File: config.mk
export PLATFORM = sky130hd
export DESIGN_NAME = fetch_pc_stage
export DESIGN_NICKNAME = d
export VERILOG_FILES = /design/src/rtl/fetch_pc_stage.sv
export SDC_FILE = /design/constraint.sdc
export NUM_CORES = 1
export LEC_CHECK = 0
export ABC_AREA = 1
export CAP_MARGIN = 10
export CORE_UTILIZATION = 28
export DETAILED_ROUTE_END_ITERATION = 10
export PLACE_DENSITY = 0.52
export SYNTH_ARGS = -nofsm -noshare
export SYNTH_HDL_FRONTEND = slang
export SYNTH_SLANG_ARGS = --single-unit
File: constraint.sdc
create_clock -name clk -period 1.9 [get_ports clk]
set_clock_uncertainty 0.05 [all_clocks]
set_input_delay 0.38 -clock clk [delete_from_list [all_inputs] [get_ports clk]]
set_output_delay 0.38 -clock clk [all_outputs]
set_load 0.005 [all_outputs]
File: src/rtl/fetch_pc_stage.sv
// Instruction-fetch stage of the 64-bit pipelined ARM core: PC register,
// next-PC selection built from per-bit 2:1 mux cells, and the IF/ID register.

module mux2_cell (
    input  logic sel,
    input  logic i0,
    input  logic i1,
    output logic y
);
    assign y = (i0 & ~sel) | (i1 & sel);
endmodule

module fetch_pc_stage #(
    parameter int                ADDR_W    = 64,
    parameter logic [ADDR_W-1:0] RESET_PC  = '0,
    parameter logic [31:0]       NOP_INSTR = 32'hD503201F
) (
    input  logic              clk,
    input  logic              reset_n,
    input  logic              stall,
    input  logic              redirect,
    input  logic [ADDR_W-1:0] redirect_pc,
    input  logic [31:0]       imem_instr,
    output logic [ADDR_W-1:0] imem_addr,
    output logic [ADDR_W-1:0] if_id_pc,
    output logic [31:0]       if_id_instr,
    output logic              if_id_valid,
    output logic [31:0]       fetch_count
);

    logic [ADDR_W-1:0] pc_q, pc_d;
    logic [ADDR_W-1:0] pc_plus4;
    logic [ADDR_W-1:0] seq_pc;
    logic [ADDR_W-1:0] if_id_pc_q, if_id_pc_d;
    logic [31:0]       if_id_instr_q, if_id_instr_d;
    logic              if_id_valid_q, if_id_valid_d;
    logic [31:0]       fetch_count_q, fetch_count_d;

    assign pc_plus4 = pc_q + ADDR_W'(4);

    // The stall mux sits ahead of the redirect mux so a redirect always wins.
    for (genvar i = 0; i < ADDR_W; i++) begin : g_next_pc
        mux2_cell u_stall_mux (
            .sel (stall),
            .i0  (pc_plus4[i]),
            .i1  (pc_q[i]),
            .y   (seq_pc[i])
        );
        mux2_cell u_redirect_mux (
            .sel (redirect),
            .i0  (seq_pc[i]),
            .i1  (redirect_pc[i]),
            .y   (pc_d[i])
        );
    end

    always_comb begin
        if_id_pc_d    = if_id_pc_q;
        if_id_instr_d = if_id_instr_q;
        if_id_valid_d = if_id_valid_q;
        fetch_count_d = fetch_count_q;
        if (redirect) begin
            if_id_pc_d    = '0;
            if_id_instr_d = NOP_INSTR;
            if_id_valid_d = 1'b0;
        end else if (!stall) begin
            if_id_pc_d    = pc_q;
            if_id_instr_d = imem_instr;
            if_id_valid_d = 1'b1;
            fetch_count_d = fetch_count_q + 32'd1;
        end
    end

    always_ff @(posedge clk or negedge reset_n) begin
        if (!reset_n) begin
            pc_q          <= RESET_PC;
            if_id_pc_q    <= '0;
            if_id_instr_q <= NOP_INSTR;
            if_id_valid_q <= 1'b0;
            fetch_count_q <= '0;
        end else begin
            pc_q          <= pc_d;
            if_id_pc_q    <= if_id_pc_d;
            if_id_instr_q <= if_id_instr_d;
            if_id_valid_q <= if_id_valid_d;
            fetch_count_q <= fetch_count_d;
        end
    end

    assign imem_addr   = pc_q;
    assign if_id_pc    = if_id_pc_q;
    assign if_id_instr = if_id_instr_q;
    assign if_id_valid = if_id_valid_q;
    assign fetch_count = fetch_count_q;

endmodule
==> results of run 1 <==
-- path summary, 6_finish.rpt --
path                       slack [ns]               to  cells after the start
setup / recovery                 0.03         register                     11
hold / removal                   0.38     imem_addr[1]                      4
setup reg to reg                 0.03         register                     11
hold reg to reg                  0.43     if_id_pc[34]                      2
max in group asynchronous        0.69  if_id_instr[30]                      3
min in group asynchronous        0.46     if_id_pc[39]                      2
-- cells in the final DEF, fill, tap and decap left out, types with 13 or more instances in the layout --
cell             instances
nand4_1                 41
o22a_1                  13
nor2_1                 142
inv_1                  152
nand2_1                324
o21ai_1                 40
dfstp_2                 13
xor2_1                  18
buf_12                  14
nand3b_1                17
dlygate4sd2_1           38
clkdlybuf4s50_1        240
dfrtp_2                 35
dfrtp_1                145
a22o_1                  19
nor3_1                  14
nor2_4                  15
clkbuf_16               17
a21oi_1                 14
nand3_1                105
o21ai_0                 77
buf_4                  153
-- power by group --
group / total [mW] / leakage [nW] / switching (mW) / internal (mW)
clock: 3.74 / 0.288 / 1.69 / 2.05
sequential: 4.74 / 2.41 / 0.281 / 4.46
combinational: 2.53 / 4.47 / 1.22 / 1.32
total: 11.0 / 7.17 / 3.19 / 7.82
-- final cells by class --
class                      count  share of cell area [%]
sequential                   193                    30.8
multi-input combinational    918                    29.6
timing repair buffer         468                    28.0
tap                          511                    4.03
inverter                     162                    3.87
clock buffer                  23                    3.02
clock inverter                 9                   0.687
-- worst max-delay path: stages, from the launching register on --
cell and delay [ns]:
dfrtp_2 0.42, ha_4 0.16, inv_2 0.04, nor2_4 0.20, nand3_4 0.14, nor2_8 0.18, nand2_4 0.08, nor2_4 0.13
buf_12 0.14, nand3_2 0.06, nand2_1 0.08, nand3_1 0.06
-- metrics by stage --
step	total power, mW	hold slack [ns]
2_1_floorplan	5.78	0.0344
3_3_place_gp	7.29	0.378
3_5_place_dp	7.30	0.376
4_1_cts	11.1	0.354
5_1_grt	11.6	0.387
6_report	11.0	0.380
-- metal layers --
metal	GRT usage, %	vias to the layer above
met3	4.04	36
met1	28.0	5069
li1	-	5179
met4	5.63	0
met5	0	-
met2	33.0	280
-- what timing repair did --
| action | CTS | global route |
|---|---|---|
| hold buffers | 1 | 0 |
| buffers inserted | 27 | 8 |
| gates resized for setup | 68 | 70 |
| pin swaps | 3 | 16 |
| endpoints found under the hold margin | 36 | 0 |
| setup endpoints to repair | 90 | 69 |
-- cells by family after synthesis --
| logic type | count (synthesis) | share of synthesized area [%] |
|---|---|---|
| buffers and inverters | 275 | 12.1 |
| DFF | 193 | 45.5 |
| AOI/OAI and AO/OA | 184 | 10.3 |
| xor gates and xnor gates | 30 | 2.47 |
| and+or+nand+nor | 702 | 29.4 |
| adders and majority gates | 2 | 0.235 |
==> metrics.txt, run 1 <==
kind of critical path register to register; Pre-antenna DRT Iters 5; Synth area leaders dfrtp_1 42%, nand2_1 12%, inv_1 5.4%; Storage cell area 0.00489 sq mm; Initial Util 28.4%; number of synthesized flops with an enable pin 0; Hold Vio Cnt, Final 0; leading area contributor after synthesis dfrtp_1; CTS tree done; crit start category register; unrepaired setup endpoints after global routing yes; post-detail-place hpwl about 30 mm; fin nets about 1900; ratio of cells with drive above 1 in the final layout between 10% and 20%; final setup fails 0; H-tree depth 4; clock latency at the later pin of the worst-skew pair approximately 0.45 ns; number of global-route vias before repair about 11000; fillers ~3800; DR vias 10564; Final WS setup between 0.02 and 0.03 ns; area delta synth->final 48.9%; Synth top area share between 40% and 50%; ANT nets after route 0; Synthesized Nets between 1000 and 1500; final period utilization between 90% and 100%; Die H roughly 200 um; post-route setup TNS 0 ns; WL final roughly 39 mm; Tot GR Track Use just over 20%; worst setup path start imem_addr[2]; Commonest cells post-synth 331 x nand2_1, 180 x dfrtp_1, 154 x inv_1; area of the core 0.0375 sq mm; synthesized area around 0.011 sq mm; Design Area, Final 0.0159 sq mm; met1 wire length ~18 mm; final std cells w/o fill ~2300; Max VDD drop between 600 and 700 uV; largest net degree at the start of global routing 72; met3 WL post-DR roughly 2 mm; worst slew pin tran between 0.5 and 0.6 ns; Num CTS Buffers 17; Hold Crit Start redirect; status complete, no violations; most common cell in the netlist nand2_1; synthesized instance count around 1400; Die Area around 0.039 sq mm; Synth cell types 41; achievable frequency between 0.5 and 0.6 GHz; Post-Place Cells 2216; WP data required roughly 2.2 ns; Top FF cell, synth dfrtp_1; Hold WC Path Type input port to register; FF+latch count, synth just under 200; Chip Width a little under 200 um; reg2reg start imem_addr[2]; gp weighted congestion about 0.9; FFs w/ async S/R, synth 100%; initial DRC count around 620; clock sinks between 150 and 200; WP data arrival roughly 2.2 ns; post-route minimum period approximately 1.9 ns; Slew Viols, Final 0; synth warn 0; vias per inst about 4.6; # DRC 0; first-pass GRT wire length 61.1 mm; crit-path max FO 8; # IOs around 300; Port-buffer cells approximately 300; n_diodes 0; maxcap violations 0; Pwr Density slightly below 700 mW/mm^2; initial antenna violation count 1; WL/cell between 15 and 20 um; syn_area_per_cell between 7 and 8 sq um; crit path capture type register; worst slack, placed -0.210 ns; FP Rows 71; Clock Path Buffers 2; Worst slew margin between 60% and 70%; Leakage Power just over 7 nW; register area share after synthesis roughly 46%; Overflow after GRT 0; highest routed layer met4; Reg clk slew, reported paths 0.07 ns; CTS root buf clkbuf_16; multi-input logic area 0.00469 sq mm; met2 WL between 15 and 20 mm; Final Core Density a little over two fifths; Placed Area approximately 0.015 sq mm
No activity file was read; power rests on OpenSTA's default activity.
==> inputs of run 2 (changes only) <==
Settings changed: ABC_CLOCK_PERIOD_IN_PS set to 1900, CORE_UTILIZATION 28 to 35, PLACE_DENSITY 0.52 to 0.62.
==> metrics.txt, run 2 (synthesized netlist as in run 1, its figures left out) <==
CTS tree done; area of the core around 0.03 sq mm; DR vias between 10000 and 15000; Final Power 11.0 mW; CTS root buf clkbuf_16; crit path cell chain buf_4, nand3_2, nor2_4, nand3_1, nor2_1, nand4_1, nand3_1, nand2_1, inv_1; WP data required about 2.2 ns; crit path buf inv count 2; most frequent cells in the layout 324 x nand2_1, 249 x clkdlybuf4s50_1, 152 x inv_1; Final WS setup ~0.024 ns; WL/cell approximately 17 um; Crit path top cell by count nand3_1; # IOs just under 300; P_int between 7 and 8 mW; WL final about 36 mm; worst slew pin tran about 0.54 ns; Initial Util between 30% and 40%; initial antenna violation count 1; Worst slew margin approximately 64%; first-pass GRT wire length approximately 57 mm; crit-path max FO 5; clock sinks roughly 190; FP Rows 63; maxcap violations 0; initial DRC count 771; Overflow after GRT 0; Leakage Power between 7 and 8 nW; Hold Vio Cnt, Final 0; unrepaired setup endpoints after global routing yes; CP delay by family, top simple AND/OR/NAND/NOR gates; Final Core Density between 50% and 60%; Die H approximately 180 um; WP data arrival between 2 and 2.5 ns; Sw Share between 20% and 30%; Chip Width 176 um; number of global-route vias before repair 10367; Num CTS Buffers 17; Max VDD drop roughly 470 uV; post-detail-place hpwl ~27 mm; post-route minimum period 1.88 ns; area delta synth->final 45.4%; Pwr Density around 710 mW/mm^2; setup slack, reg-to-reg between 0.02 and 0.025 ns; Net Sw Power about 3.2 mW; Pre-antenna DRT Iters 5; CP max-delay cell dfrtp_1; worst slack, placed -0.182 ns; gp weighted congestion between 0.9 and 1; fillers about 2900; Flop pwr share a little over two fifths; achievable frequency 0.533 GHz; Port-buffer cells around 290; Die Area between 0.03 and 0.04 sq mm; Storage cell area 0.00489 sq mm; clock power share 34.9%; Clock Path Buffers 2; crit path capture type register; kind of critical path register to register; H-tree depth 4; vias per inst slightly below 5; Reg clk slew, reported paths 0.07 ns; crit start category register; Tot GR Track Use between 20% and 30%; Hold Crit Start redirect; multi-input logic area 0.00468 sq mm; clock latency at the later pin of the worst-skew pair between 0.4 and 0.5 ns; final setup fails 0; fin nets 1833; status complete, no violations; largest net degree at the start of global routing 68; Max stage delay on crit path just over 0.4 ns; Slew Viols, Final 0; Hold WC Path Type input port to register; Logic pwr share 21.5%; most common cell after layout, fill and taps aside nand2_1; ANT nets after route 0; # DRC 0; final period utilization a little over nine tenths; ratio of cells with drive above 1 in the final layout around 17%
[run 2: changes by cell type in the layout (fill, tap and decap cells not counted), moves of 3 or more]
cell,previous run,this run
dlygate4sd2_1,38,29
clkdlybuf4s50_1,240,249
clkbuf_1,3,0
inv_8,0,3
buf_6,8,4
inv_6,1,5
buf_4,153,130
[run 2: worst register-to-register path: stages (launching register included)]
cell     delay [ns]
dfrtp_1        0.41
buf_4          0.15
nand3_2        0.11
nor2_4         0.19
nand3_1        0.33
nor2_1         0.29
nand4_1        0.11
nand3_1        0.09
nand2_1        0.05
inv_1          0.05
[run 2: layout make-up]
type	instances	share of cell area, %
Tap cell	390	3.15
Timing Repair Buffer	439	27.1
Sequential cell	193	31.6
Clock inverter	14	1.09
Multi-Input combinational cell	918	30.3
Inverter	162	3.96
Antenna cell	1	0.0162
Clock buffer	18	2.84
[run 2: repair_timing]
item                                    in CTS  in global routing
endpoints found under the hold margin       36                  0
setup buffers                               23                 10
resized for setup                           46                 79
pin swaps                                    1                 20
endpoints found under the setup margin      62                 72
hold buffers                                 1                  0
cloned                                       0                  0
[run 2: stage by stage]
stage          TNS (ns)  instances  hold WS [ns]  area, sq um
6_report              0       2135         0.362        15500
5_1_grt          -0.212       2135         0.363        15500
4_1_cts               0       2125         0.347        15200
3_5_place_dp      -4.54       2069         0.312        14400
3_3_place_gp      -2.70       2069         0.328        14400
2_1_floorplan         0       1386        0.0344        10600
[run 2: worst paths after layout]
| path | endpoint | cells past startpoint |
|---|---|---|
| min in group asynchronous | if_id_pc[54] | 2 |
| min reg2reg | if_id_pc[29] | 2 |
| max | register | 9 |
| max in group asynchronous | if_id_instr[28] | 3 |
| min | fetch_count[2] | 4 |
| max reg2reg | register | 9 |
[run 2: metal layers]
layer | wire length, um | vias up | GRT usage, %
li1 | - | 5130 | -
met1 | 16200 | 5058 | 32.3
met2 | 17000 | 364 | 37.7
met3 | 2600 | 34 | 4.93
met4 | 637 | 0 | 7.22
met5 | 0 | - | 0
[run 2: power groups by stage]
stage	clock network, mW	registers, mW	logic (mW)
global placement	0	4.87	2.24
CTS	3.92	4.77	2.35
finish	3.83	4.79	2.36
global route	4.07	4.84	2.60
floorplan	0	4.82	0.960
detailed placement	0	4.87	2.26
